==> config.mk <==
export PLATFORM = sky130hd
export DESIGN_NAME = bus_arbiter
export DESIGN_NICKNAME = d
export VERILOG_FILES = /design/src/rtl/bus_arbiter.sv
export SDC_FILE = /design/constraint.sdc
export NUM_CORES = 1
export LEC_CHECK = 0
export BUFFER_PORTS_ARGS = -buffer_cell sky130_fd_sc_hd__buf_2
export CORE_MARGIN = 8
export CORE_UTILIZATION = 30
export DETAILED_ROUTE_END_ITERATION = 12
export GPL_TIMING_DRIVEN = 0
export PLACE_DENSITY = 0.65
export REMOVE_ABC_BUFFERS = 1
export SLEW_MARGIN = 20
export SYNTH_ARGS = -nofsm -noshare
export SYNTH_HDL_FRONTEND = slang
export SYNTH_SLANG_ARGS = --single-unit
==> constraint.sdc <==
create_clock -name clk -period 3.84 [get_ports clk]
set_input_delay 0.384 -clock clk [delete_from_list [all_inputs] [get_ports clk]]
set_output_delay 0.384 -clock clk [all_outputs]
set_load 0.01 [all_outputs]
==> src/rtl/bus_arbiter.sv <==
// Two-master round-robin arbiter/sequencer for the external data bus.
// Latency: grant 1 cycle after request, ack WAIT_CYCLES+2 cycles after request.
// Backpressure: a losing or ineligible master holds req until it is granted; no mid-access preemption.
module bus_arbiter #(
    parameter int unsigned WAIT_CYCLES = 2
) (
    input  logic        clk,
    input  logic        rst,
    input  logic        m0_req,
    input  logic        m1_req,
    input  logic        m0_wr_rd,
    input  logic        m1_wr_rd,
    input  logic [31:0] m0_addr,
    input  logic [31:0] m1_addr,
    input  logic [31:0] m0_wdata,
    input  logic [31:0] m1_wdata,
    output logic        m0_gnt,
    output logic        m1_gnt,
    output logic        m0_ack,
    output logic        m1_ack,
    output logic [31:0] m0_rdata,
    output logic [31:0] m1_rdata,
    output logic [31:0] addr,
    output logic        cs,
    output logic        wr_rd,
    output logic [31:0] data_bus_write,
    input  logic [31:0] data_bus_read
);

    typedef enum logic {IDLE, BUSY} state_t;

    localparam logic [7:0] WAIT_INIT = 8'(WAIT_CYCLES);

    state_t     state;
    logic [7:0] cnt;
    // Last granted master; while BUSY it also identifies the current owner.
    logic       last;
    logic       elig0;
    logic       elig1;

    // A held request is not re-counted in its own ack cycle.
    assign elig0 = m0_req & ~m0_ack;
    assign elig1 = m1_req & ~m1_ack;

    // Arbitration, access sequencing and all registered outputs.
    always_ff @(posedge clk) begin
        if (!rst) begin
            state          <= IDLE;
            cnt            <= 8'd0;
            last           <= 1'b1;
            m0_gnt         <= 1'b0;
            m1_gnt         <= 1'b0;
            m0_ack         <= 1'b0;
            m1_ack         <= 1'b0;
            m0_rdata       <= 32'd0;
            m1_rdata       <= 32'd0;
            addr           <= 32'd0;
            cs             <= 1'b0;
            wr_rd          <= 1'b0;
            data_bus_write <= 32'd0;
        end else begin
            m0_ack <= 1'b0;
            m1_ack <= 1'b0;
            case (state)
                IDLE: begin
                    // On a tie, the master not granted last time wins.
                    if (elig0 && (!elig1 || last)) begin
                        state          <= BUSY;
                        cnt            <= WAIT_INIT;
                        last           <= 1'b0;
                        m0_gnt         <= 1'b1;
                        cs             <= 1'b1;
                        addr           <= m0_addr;
                        wr_rd          <= m0_wr_rd;
                        data_bus_write <= m0_wdata;
                    end else if (elig1) begin
                        state          <= BUSY;
                        cnt            <= WAIT_INIT;
                        last           <= 1'b1;
                        m1_gnt         <= 1'b1;
                        cs             <= 1'b1;
                        addr           <= m1_addr;
                        wr_rd          <= m1_wr_rd;
                        data_bus_write <= m1_wdata;
                    end
                end
                BUSY: begin
                    if (cnt != 8'd0) begin
                        cnt <= cnt - 8'd1;
                    end else begin
                        if (!wr_rd) begin
                            if (last) m1_rdata <= data_bus_read;
                            else      m0_rdata <= data_bus_read;
                        end
                        if (last) m1_ack <= 1'b1;
                        else      m0_ack <= 1'b1;
                        state          <= IDLE;
                        m0_gnt         <= 1'b0;
                        m1_gnt         <= 1'b0;
                        cs             <= 1'b0;
                        addr           <= 32'd0;
                        wr_rd          <= 1'b0;
                        data_bus_write <= 32'd0;
                    end
                end
                default: state <= IDLE;
            endcase
        end
    end

endmodule

## Yosys cells after proc, flatten, opt, wreduce, memory -nomap -nowiden

Index checks and enable logic that the tools add are counted.

- Register bits after elaboration: 144
- Output and inout port bits: 134

- Eq/ne operators: 6
- Add/sub/neg operators: 1
- Bitwise gates (word level): 9
- Muxes and demuxes: 29
- Reduce and logical (&&, ||, !) cells: 13

Operators by type and width:

| kind | count |
|---|---|
| $mux 32 | 5 |
| $pmux 32 s2 | 2 |
| $mux 8 | 3 |
| $pmux 8 s2 | 1 |
| $mux 1 | 13 |
| $pmux 1 s2 | 5 |
| $ne 2x2->1 const B | 4 |
| $reduce_and 2->1 | 4 |
| $reduce_and 4->1 | 2 |
| $reduce_bool 8->1 | 1 |
| $sub 8x1->8 const B | 1 |
| $not 1->1 | 7 |
| $ne 3x3->1 const B | 1 |
| $reduce_and 3->1 | 1 |
| $reduce_or 3->1 | 1 |
| $and 1x1->1 | 2 |
| $ne 2x1->1 const B | 1 |
| $reduce_bool 2->1 | 1 |
| $logic_and 1x1->1 | 1 |
| $logic_not 1->1 | 1 |
| $logic_or 1x1->1 | 1 |

## Longest topological paths before layout

Gate-level depths: netlist of the first run.

- Word-level depth: 7
- Gate-level depth with buffers: 9
- Depth with buffers taken out: 6

## Least setup slack after synthesis of the first run

No wires, ideal clock.

- Kind: reg2reg
- Start: reg cnt[0]
- End: reg cnt[4]
- Path buffers: 1
- Data required time: 3,754 ps
- Setup slack: 2,007 ps
- Stages on the path, launching flop included: 8
- Arrival time: 1,747 ps
- Clock period less this slack: 1,833 ps
- Cell sequence: dfxtp_1 inv_1 ha_1 nor4bb_1 and2_1 buf_2 or4_1 a211oi_1

- Word-level cells in the longest chain between the ends: 3

RTL lines:

| what | RTL line | RTL |
|---|---|---|
| from (decl) | 35 | `logic [7:0] cnt;` |
| from (signal assigned) | 89 | `cnt <= cnt - 8'd1;` |
| $sub 8x1->8 or $reduce_bool 8->1 (tied branches) | 89, 88 |  |
| $mux 8 or $ne 2x1->1 (tied branches) | n/a |  |
| $pmux 8 s2 or $reduce_and 2->1 (tied branches) | n/a |  |

Parallel ways exist; a longest one is shown, timed or not. The select of a mux whose other input is x is not followed.
A chain may end at the register's enable or synchronous reset.

## Worst setup path in the final report of the first run

- Start: reg cnt[0]
- End: reg addr[0]

- Word-level cells in the longest chain between the ends: 3

RTL lines:

| what | RTL line | RTL |
|---|---|---|
| $reduce_bool 8->1 | 88 | `if (cnt != 8'd0) begin` |
| $ne 2x2->1 (no source line) | n/a |  |
| $reduce_and 2->1 (no source line) | n/a |  |
| to (signal assigned) | 73 | `addr <= m0_addr;` |
| to (signal assigned) | 82 | `addr <= m1_addr;` |
| to (decl) | 23 | `output logic [31:0] addr,` |

No other way between the ends.

==> summary.txt, run 1 <==
CTS
  – Clock Sinks: 144
  – Clock transition at path regs: 60 ps
  – Longest Clk Path Bufs: 2
  – CTS tree: yes
  – TritonCTS buffer count: 17
  – CTS root buf: clkbuf_16
  – Postcts setup bufs: 0
  – Post-cts resize count: 0
  – Skew-Pair Late Insertion Delay: 410 ps
  – H-tree depth: 4
  – Cts hold-fix bufs: 0

Finish
  – Post-route cell area: 8070 um^2
  – Layout area overhead: 43.6%
  – Most frequent cells in the layout: buf_2 (298), dfxtp_1 (144), nand2_1 (69), nand3_1 (69), mux2i_1 (68)
  – Commonest non-fill, non-tap cell in the layout: buf_2
  – Finished Core Util: 43.6%
  – Final #Nets: 1030
  – Post-route non-filler standard cell count: 1114
  – # fillers: 1828
  – Share of layout cells above drive strength 1: 39.7%

Yosys
  – Sequential area share after synthesis: 51.3%
  – Ys async rst share: 0%
  – Synth Instances: 585
  – Syn. warnings: 0
  – Top_reg_cell synth: dfxtp_1
  – Netlist cell types: 33
  – Seq cells post-synth: 144
  – EDFF count, synth: 0
  – Mapped cell area: 5620 um^2
  – Synthesized area per cell: 9.60 um^2

Detailed routing
  – Wire per inst: 17.6 um
  – DR vias: 5325
  – Drt drc: 0
  – Initial DRT Pass Iterations: 4
  – First DRT Iteration DRCs: 170
  – Routed Antenna Nets: 0
  – Routed WL: 19.6 mm
  – Via density: 4.78

Timing
  – Setup TNS: 0 ps
  – Worst-Margin Slew: 990 ps
  – Post-route clock period utilization: 76.2%
  – Final Critical Period: 2930 ps
  – Unrepaired setup endpoints after global routing: false
  – Endpoints failing hold: 0
  – Fmax: 0.342 GHz
  – Setup violators final: 0
  – Slew Limit Fails: 0
  – Setup Skew: 6.15 ps
  – Relative max-transition margin: 34.0%

Job
  – Max-Cap Viols: 0

Global route
  – Largest net degree at the start of global routing: 88
  – Initial antenna violation count: 3
  – Gr ovfl total: 0
  – Total GRT Usage: 16.2%
  – First-pass GRT wire length: 30.0 mm
  – Vias in the first global route: 5244

Floorplanning
  – Core area: 18500 um^2
  – Initial core utilization: 30.3%
  – Die Area: 23400 um^2
  – Die Span X: 153 um
  – Die Height: 153 um
  – Total I/O pin count: 300
  – Core Rows: 50

Placement
  – DP HPWL: 15.0 mm
  – Cell area after placement: 7420 um^2
  – Port Buffers: 299
  – Cell total after placement: 1078
  – Gp weighted congestion: 0.819

Power and ir drop
  – Lkg Pwr: 0.00386 uW
  – Peak supply drop: 0.000295 V
  – PwrDens: 629 nW/um^2

Worst setup path
  – Crit path largest cell delay: 720 ps
  – Reg2reg start: cnt[0]
  – Critical Path, Cell by Cell: inv_1, ha_1, nor4bb_1, and2_1, nor3_2, buf_4, buf_4, buf_4, o2bb2ai_1
  – Req. time, crit path: 4160 ps
  – Crit path max-delay cell type: nor3_2
  – Top cell by count, worst path: buf_4
  – Crit path buffers/inverters: 4
  – CP endpoint kind: register
  – Worst Path Max Fanout: 17
  – WP data arrival: 3250 ps
  – Worst Reg-to-Reg Cells: 9
  – CP Class: register to register
  – Flop2flop setup slack: 910 ps
  – RR Endpoint: addr[0]
  – Top Family by Delay on Critical Path: simple AND/OR/NAND/NOR gates
  – CP startpoint kind: register

Worst hold path
  – Hold path endpoint: m0_rdata[29]
  – Min-delay src: data_bus_read[29]
  – Hold path cells: 3
  – Min-Delay Path Class: input pin to register

Run status
  – Status: finished, final reports clean
## worst max path at each step
stage	startpoint	endpoint	slack, ps	cells after the start
6_report	cnt[0]	addr[0]	910	9
3_5_place_dp	rst	addr[29]	690	8
5_1_grt	cnt[0]	addr[24]	670	9
2_1_floorplan	m1_ack	addr[0]	-1700	4
3_3_place_gp	rst	addr[24]	-5130	4
4_1_cts	cnt[0]	addr[0]	930	9
## synth_stat cells (3+ instances only)
cell / n / area [um^2]
nand3_1: 69 / 345
clkbuf_1: 31 / 116
or4_1: 3 / 22.5
nor2_1: 8 / 30.0
buf_1: 5 / 18.8
dfxtp_1: 144 / 2880
o21ai_0: 65 / 325
nor3_1: 5 / 25.0
a21oi_1: 3 / 15.0
or3_1: 4 / 25.0
o2bb2ai_1: 65 / 569
mux2i_1: 68 / 681
o31ai_1: 4 / 30.0
a211oi_1: 3 / 22.5
nand2_1: 70 / 263
buf_2: 16 / 80.1
## registers in the layout, summed over array words and instances (netlist names)
name / count
addr: 32
cnt: 8
cs: 1
data_bus_write: 32
last: 1
m0_ack: 1
m0_gnt: 1
m0_rdata: 32
m1_ack: 1
m1_gnt: 1
m1_rdata: 32
state: 1
wr_rd: 1
## layout make-up
type,instances,area [um^2],area share (%)
well taps,234,293,3.63
repair buffers,312,1710,21.2
multi-input cells,385,2520,31.3
clock buffers,20,457,5.66
diodes,4,10.0,0.124
flip-flops and latches,144,2880,35.7
inverters,3,11.3,0.140
clock inverters,12,181,2.25
## worst min-delay path: stages
cell     delay [ps]
buf_2            90
nand3_1          50
o21ai_0          60
## report_power, final
group	internal, uW	switching [uW]	leakage (uW)
logic	575	783	0.00237
registers	1770	161	0.00118
clock network	1130	653	0.000311
## cell families (layout without fill, tap and decap cells)
group,Yosys count,in the layout,synth area share (%)
AO/OA/AOI/OAI,145,145,17.8
adder cells (fa/ha/maj),1,1,0.223
buffers and inverters,56,347,4.17
flip-flops,144,144,51.3
multiplexers,68,68,12.1
other,0,4,0
AND/OR/NAND/NOR,171,171,14.3
## stage by stage
stage | setup slack [ps] | hold WS (ps) | total power [uW]
after floorplan | -1700 | 445 | 2710
after global placement | -5130 | 439 | 3280
after detailed placement | 688 | 441 | 3330
after CTS | 928 | 184 | 5140
after global routing | 673 | 192 | 5370
final | 914 | 209 | 5070
## metal layers
metal | wire [um] | GRT usage, % | up-vias
li1 | - | - | 2678
met1 | 8470 | 19.0 | 2424
met2 | 9050 | 26.0 | 210
met3 | 1870 | 8.12 | 13
met4 | 197 | 4.43 | 0
met5 | 0 | 0 | -
Power figures use the tool's default switching activity.
==> run 2, diff against run 1 <==
--- a/config.mk
+++ b/config.mk
@@ -10,7 +10,7 @@
 export CORE_UTILIZATION = 30
 export DETAILED_ROUTE_END_ITERATION = 12
 export GPL_TIMING_DRIVEN = 0
-export PLACE_DENSITY = 0.65
+export PLACE_DENSITY = 0.67
 export REMOVE_ABC_BUFFERS = 1
 export SLEW_MARGIN = 20
 export SYNTH_ARGS = -nofsm -noshare
==> constraint.sdc (replaced) <==
create_clock -name clk -period 2.4 [get_ports clk]
set_input_delay 0.24 -clock clk [delete_from_list [all_inputs] [get_ports clk]]
set_output_delay 0.24 -clock clk [all_outputs]
set_load 0.01 [all_outputs]
==> summary.txt, run 2 (same netlist as run 1, synthesis figures left out) <==
Detailed routing
  – Wire per inst: 17.3 um (-1.4%)
  – Met3 wire length: 1.88 mm (+0.48%)
  – Via density: 4.81 (+0.64%)
  – Wire length on met2: 9.02 mm (-0.32%)
  – M1 WL: 8.28 mm (-2.2%)
  – Top sig layer: met5
  – DR vias: 5393 (+1.3%)
  – Drt drc: 0 (unchanged)
  – First DRT Iteration DRCs: 173 (+1.8%)
  – Initial DRT Pass Iterations: 6 (+2)
  – Routed WL: 19.4 mm (-0.82%)
  – Routed Antenna Nets: 0 (unchanged)

CTS
  – CTS tree: yes
  – H-tree depth: 4 (unchanged)
  – Skew-Pair Late Insertion Delay: 410 ps (about the same)
  – Clock transition at path regs: 60 ps (about the same)
  – Longest Clk Path Bufs: 2 (unchanged)
  – CTS root buf: clkbuf_16
  – Cts hold-fix bufs: 0 (unchanged)
  – TritonCTS buffer count: 17 (unchanged)
  – Clock Sinks: 144 (unchanged)

Run status
  – Status: finished, final reports clean

Floorplanning
  – Die Span X: 153 um (unchanged)
  – Core Rows: 50 (unchanged)
  – Total I/O pin count: 300 (unchanged)
  – Die Height: 153 um (unchanged)
  – Die Area: 23400 um^2 (unchanged)
  – Core area: 18500 um^2 (unchanged)
  – Initial core utilization: 30.3% (unchanged)

Finish
  – Final #Nets: 1039 (+0.87%)
  – Layout area overhead: 45.2%
  – Finished Core Util: 44.0% (+0.48 points)
  – Commonest non-fill, non-tap cell in the layout: buf_2
  – Share of layout cells above drive strength 1: 40.6% (+0.88 points)
  – Post-route non-filler standard cell count: 1121 (+0.63%)
  – Most frequent cells in the layout: buf_2 (298), dfxtp_1 (144), nand2_1 (69), nand3_1 (69), mux2i_1 (68)

Placement
  – Port Buffers: 299 (unchanged)
  – Cell total after placement: 1079 (+0.093%)
  – Place WS: -830 ps (-1520 ps)
  – Gp weighted congestion: 0.836 (+2.1%)
  – DP HPWL: 14.9 mm (-0.86%)

Power and ir drop
  – Combinational Power Share: 28.4% (+1.6 points)
  – Clock Power Share: 33.9% (-1.2 points)
  – PwrDens: 1010 nW/um^2 (+60%)
  – Power share of the sequential group: 37.7% (-0.4 points)
  – Sw frac: 31.6% (+0.14 points)
  – Lkg Pwr: 0.00389 uW (+0.98%)
  – Psw: 2600 uW (+63%)
  – Final Power: 8210 uW (+62%)
  – Peak supply drop: 0.000507 V (+72%)
  – Cell Int Power: 5610 uW (+62%)

Job
  – Max-Cap Viols: 0 (unchanged)

Global route
  – Initial antenna violation count: 2 (-1)
  – Vias in the first global route: 5289 (+0.86%)
  – Gr ovfl total: 0 (unchanged)
  – Largest net degree at the start of global routing: 87 (-1.1%)
  – First-pass GRT wire length: 29.7 mm (-1.1%)
  – Total GRT Usage: 15.9% (-0.33 points)

Worst setup path
  – CP endpoint kind: register
  – Crit path max-delay cell type: o21bai_4
  – Top Family by Delay on Critical Path: buffers and inverters
  – Req. time, crit path: 2670 ps (-1490 ps)
  – Worst Path Max Fanout: 21 (+4)
  – Critical Path, Cell by Cell: nand2b_1, o21bai_4, buf_16, buf_12, buf_12, mux2i_1, o2bb2ai_1
  – Crit path buffers/inverters: 3 (-1)
  – Crit path largest cell delay: 490 ps (-230 ps)
  – CP Class: register to register
  – WP data arrival: 2480 ps (-770 ps)
  – Top cell by count, worst path: buf_12
  – CP startpoint kind: register

Worst hold path
  – Min-Delay Path Class: input pin to register

Timing
  – Post-route clock period utilization: 92.4% (+16 points)
  – Relative max-transition margin: 51.7% (+18 points)
  – Setup Skew: 6.43 ps (+0.277 ps)
  – Setup violators final: 0 (unchanged)
  – Unrepaired setup endpoints after global routing: false
  – Slew Limit Fails: 0 (unchanged)
  – Setup TNS: 0 ps (unchanged)
  – Fmax: 0.451 GHz (+32%)
  – Worst Setup Slack, final: 183 ps (-731 ps)
  – Endpoints failing hold: 0 (unchanged)
  – Worst-Margin Slew: 724 ps (-266 ps)
  – Final Critical Period: 2220 ps (-709 ps)
run 2: changes by cell type in the layout (fill, tap and decap cells not counted), moves of 2 or more:
cell | before | now
clkbuf_8 | 2 | 0
clkinvlp_4 | 1 | 3
buf_12 | 1 | 3
buf_4 | 5 | 11
run 2: worst paths after layout:
| kind | start | end | slack (ps) | depth (start not counted) |
|---|---|---|---|---|
| worst min register to register | addr[15] | addr[15] | 460 | 1 |
| worst max-delay path | m1_ack | data_bus_write[22] | 180 | 7 |
| worst max register to register | m1_ack | data_bus_write[22] | 180 | 7 |
| worst min-delay path | data_bus_read[21] | m0_rdata[21] | 60 | 3 |
run 2: per-layer routing:
metal  track usage [%]  vias up
met5                 0        -
met4              5.04        2
met3              6.74       14
met2              25.8      208
met1              18.7     2466
li1                  -     2703
run 2: power groups by stage:
stage | Combinational (uW) | Clock (uW) | Sequential [uW]
final | 2330 | 2780 | 3100
after global routing | 2560 | 2970 | 3160
after CTS | 2250 | 2870 | 3090
after detailed placement | 2210 | 0 | 3130
after global placement | 2110 | 0 | 3110
after floorplan | 1040 | 0 | 3300
run 2: stage by stage:
step | hold WS [ps] | cell area [um^2]
after floorplan | 316 | 5390
after global placement | 439 | 7180
after detailed placement | 441 | 7430
after CTS | 35.5 | 8080
after global routing | 56.2 | 8150
final | 62.6 | 8160
run 2: what timing repair did:
action	in CTS	in global routing
endpoints found under the setup margin	56	10
pin swaps	2	1
setup buffers	3	5
hold endpoints to repair	0	0
gates cloned	0	1
resized for setup	5	2
run 2: tightest hold or removal path: stages:
cell and delay (ps):
buf_2 80, nand3_1 50, o21ai_0 60
run 2: layout make-up:
type	count	area [um^2]
clock buffers	18	429
repair buffers	321	1800
well taps	234	293
flip-flops and latches	144	2880
fillers	1847	10400
multi-input cells	385	2540
inverters	3	11.3
clock inverters	13	188
diodes	3	7.51
==> run 3, diff against run 2 <==
--- a/config.mk
+++ b/config.mk
@@ -7,10 +7,10 @@
 export LEC_CHECK = 0
 export BUFFER_PORTS_ARGS = -buffer_cell sky130_fd_sc_hd__buf_2
 export CORE_MARGIN = 8
-export CORE_UTILIZATION = 30
+export CORE_UTILIZATION = 40
 export DETAILED_ROUTE_END_ITERATION = 12
 export GPL_TIMING_DRIVEN = 0
-export PLACE_DENSITY = 0.67
+export PLACE_DENSITY = 0.83
 export REMOVE_ABC_BUFFERS = 1
 export SLEW_MARGIN = 20
 export SYNTH_ARGS = -nofsm -noshare
==> summary.txt, run 3 (same netlist as run 1, synthesis figures left out) <==
Timing
  – Unrepaired setup endpoints after global routing: false
  – Setup Skew: 9.68 ps (+3.25 ps)
  – Setup violators final: 0 (unchanged)
  – Final Critical Period: 2240 ps (+18.7 ps)
  – Worst-Margin Slew: 709 ps (-15.0 ps)
  – Worst Setup Slack, final: 165 ps (-18.7 ps)
  – Post-route clock period utilization: 93.1% (+0.78 points)
  – Slew Limit Fails: 0 (unchanged)
  – Fmax: 0.447 GHz (-0.83%)
  – Relative max-transition margin: 52.7% (+1.0 points)
  – Endpoints failing hold: 0 (unchanged)

Placement
  – Place WS: -547 ps (+284 ps)
  – Port Buffers: 299 (unchanged)
  – DP HPWL: 14.2 mm (-4.9%)
  – Gp weighted congestion: 0.813 (-2.8%)

Global route
  – Vias in the first global route: 5294 (+0.095%)
  – Gr ovfl total: 0 (unchanged)
  – Largest net degree at the start of global routing: 114 (+31%)
  – Grt met3 use: 9.29% (+2.5 points)
  – Total GRT Usage: 19.2% (+3.3 points)
  – First-pass GRT wire length: 27.5 mm (-7.3%)
  – GR peak layer: met2
  – Global routing usage on met1: 20.9% (+2.2 points)
  – M2 GR Usage: 31.5% (+5.6 points)
  – Initial antenna violation count: 2 (unchanged)

Floorplanning
  – Die Span X: 134 um (-12%)
  – Die Area: 18100 um^2 (-23%)
  – Total I/O pin count: 300 (unchanged)
  – Core Rows: 43 (-14%)
  – Die Height: 134 um (-12%)
  – Core area: 13800 um^2 (-26%)
  – Initial core utilization: 40.8% (+10 points)

Worst setup path
  – CP endpoint kind: register
  – WP data arrival: 2560 ps (+80 ps)
  – Worst Reg-to-Reg Cells: 10 (+3)
  – CP Class: register to register
  – CP startpoint kind: register
  – Req. time, crit path: 2720 ps (+50 ps)
  – Worst Path Max Fanout: 23 (+9.5%)
  – Flop2flop setup slack: 160 ps (-20 ps)

CTS
  – CTS tree: yes
  – TritonCTS buffer count: 17 (unchanged)
  – Longest Clk Path Bufs: 2 (unchanged)
  – Clock Sinks: 144 (unchanged)
  – Skew-Pair Late Insertion Delay: 420 ps (about the same)
  – H-tree depth: 4 (unchanged)
  – CTS root buf: clkbuf_16
  – Clock transition at path regs: 60 ps (about the same)

Finish
  – Final #Nets: 1033 (-0.58%)
  – Finished Core Util: 58.3% (+14 points)
  – Most frequent cells in the layout: buf_2 (298), dfxtp_1 (144), nand2_1 (69), nand3_1 (69), mux2i_1 (68)
  – Area of the multi-input gates: 2540 um^2 (unchanged)
  – Commonest non-fill, non-tap cell in the layout: buf_2
  – FF/Latch Area: 2880 um^2 (unchanged)
  – # fillers: 1174 (-36%)
  – Share of layout cells above drive strength 1: 40.4% (-0.22 points)
  – Layout area overhead: 43.0%

Detailed routing
  – First DRT Iteration DRCs: 244 (+41%)
  – Routed Antenna Nets: 0 (unchanged)
  – DR vias: 5414 (+0.39%)
  – Wire per inst: 17.1 um (-1.1%)
  – Initial DRT Pass Iterations: 4 (-2)
  – Via density: 5.10 (+6.0%)
  – Drt drc: 0 (unchanged)
  – Routed WL: 18.2 mm (-6.3%)

Worst hold path
  – Min-Delay Path Class: input pin to register
  – Hold path cells: 3 (unchanged)

Power and ir drop
  – PwrDens: 992 nW/um^2 (-1.5%)
  – Lkg Pwr: 0.00386 uW (-0.74%)
  – Final Power: 7960 uW (-3.0%)
  – Peak supply drop: 0.000472 V (-6.7%)

Job
  – Max-Cap Viols: 0 (unchanged)

Run status
  – Status: finished, final reports clean
## run 3: cell count changes in the layout (fill, tap and decap cells not counted), moves of 2 or more
cell | previous run | this run
buf_12 | 3 | 0
inv_6 | 2 | 4
clkinv_4 | 2 | 4
buf_16 | 3 | 6
buf_6 | 4 | 6
bufinv_16 | 4 | 2
buf_4 | 11 | 4
## run 3: final cells by class
type / count / share of cell area [%]
diodes: 3 / 0.0935
clock buffers: 18 / 5.47
clock inverters: 14 / 1.93
inverters: 3 / 0.140
multi-input cells: 385 / 31.7
flip-flops and latches: 144 / 35.9
well taps: 180 / 2.80
repair buffers: 315 / 22.0
## run 3: worst paths after layout
kind | start | end
worst max-delay path | cnt[0] | data_bus_write[20]
worst min-delay path | data_bus_read[2] | m0_rdata[2]
worst max register to register | cnt[0] | data_bus_write[20]
worst min register to register | data_bus_write[29] | data_bus_write[29]
## run 3: layer usage
metal  up-vias  share of wire, %
met4         0               1.5
met3        19                12
met5         -                 0
met1      2477                40
met2       224                47
li1       2694                 -
## run 3: power breakdown
part	leakage [uW]	internal, uW	switching, uW
combinational	0.00240	975	1260
sequential	0.00118	2840	261
clock	0.000288	1570	1060
total	0.00386	5380	2580
## run 3: timing repair
item                       in CTS  in global routing
setup endpoints to repair      44                 23
setup buffers                   2                  0
gates resized for setup         6                  2
pin swaps                       1                  0
hold buffers                    0                  0
## run 3: worst max-delay path: stages, from the launching register on
cell and delay [ps]:
dfxtp_1 370, inv_1 90, ha_1 240, nor4bb_2 200
and2_4 180, nor3_4 210, buf_6 180, buf_6 160
buf_4 180, buf_8 190, o2bb2ai_1 140
## run 3: metrics by stage
| stage | hold WS [ps] | TNS, ps | cell area, um^2 | instances |
|---|---|---|---|---|
| 2_1_floorplan | 316 | -224110 | 5390 | 532 |
| 3_3_place_gp | 440 | -470350 | 7110 | 1011 |
| 3_5_place_dp | 442 | -13420 | 7390 | 1026 |
| 4_1_cts | 34.2 | 0 | 8020 | 1059 |
| 5_1_grt | 45.3 | 0 | 8030 | 1061 |
| 6_report | 53.3 | 0 | 8030 | 1062 |
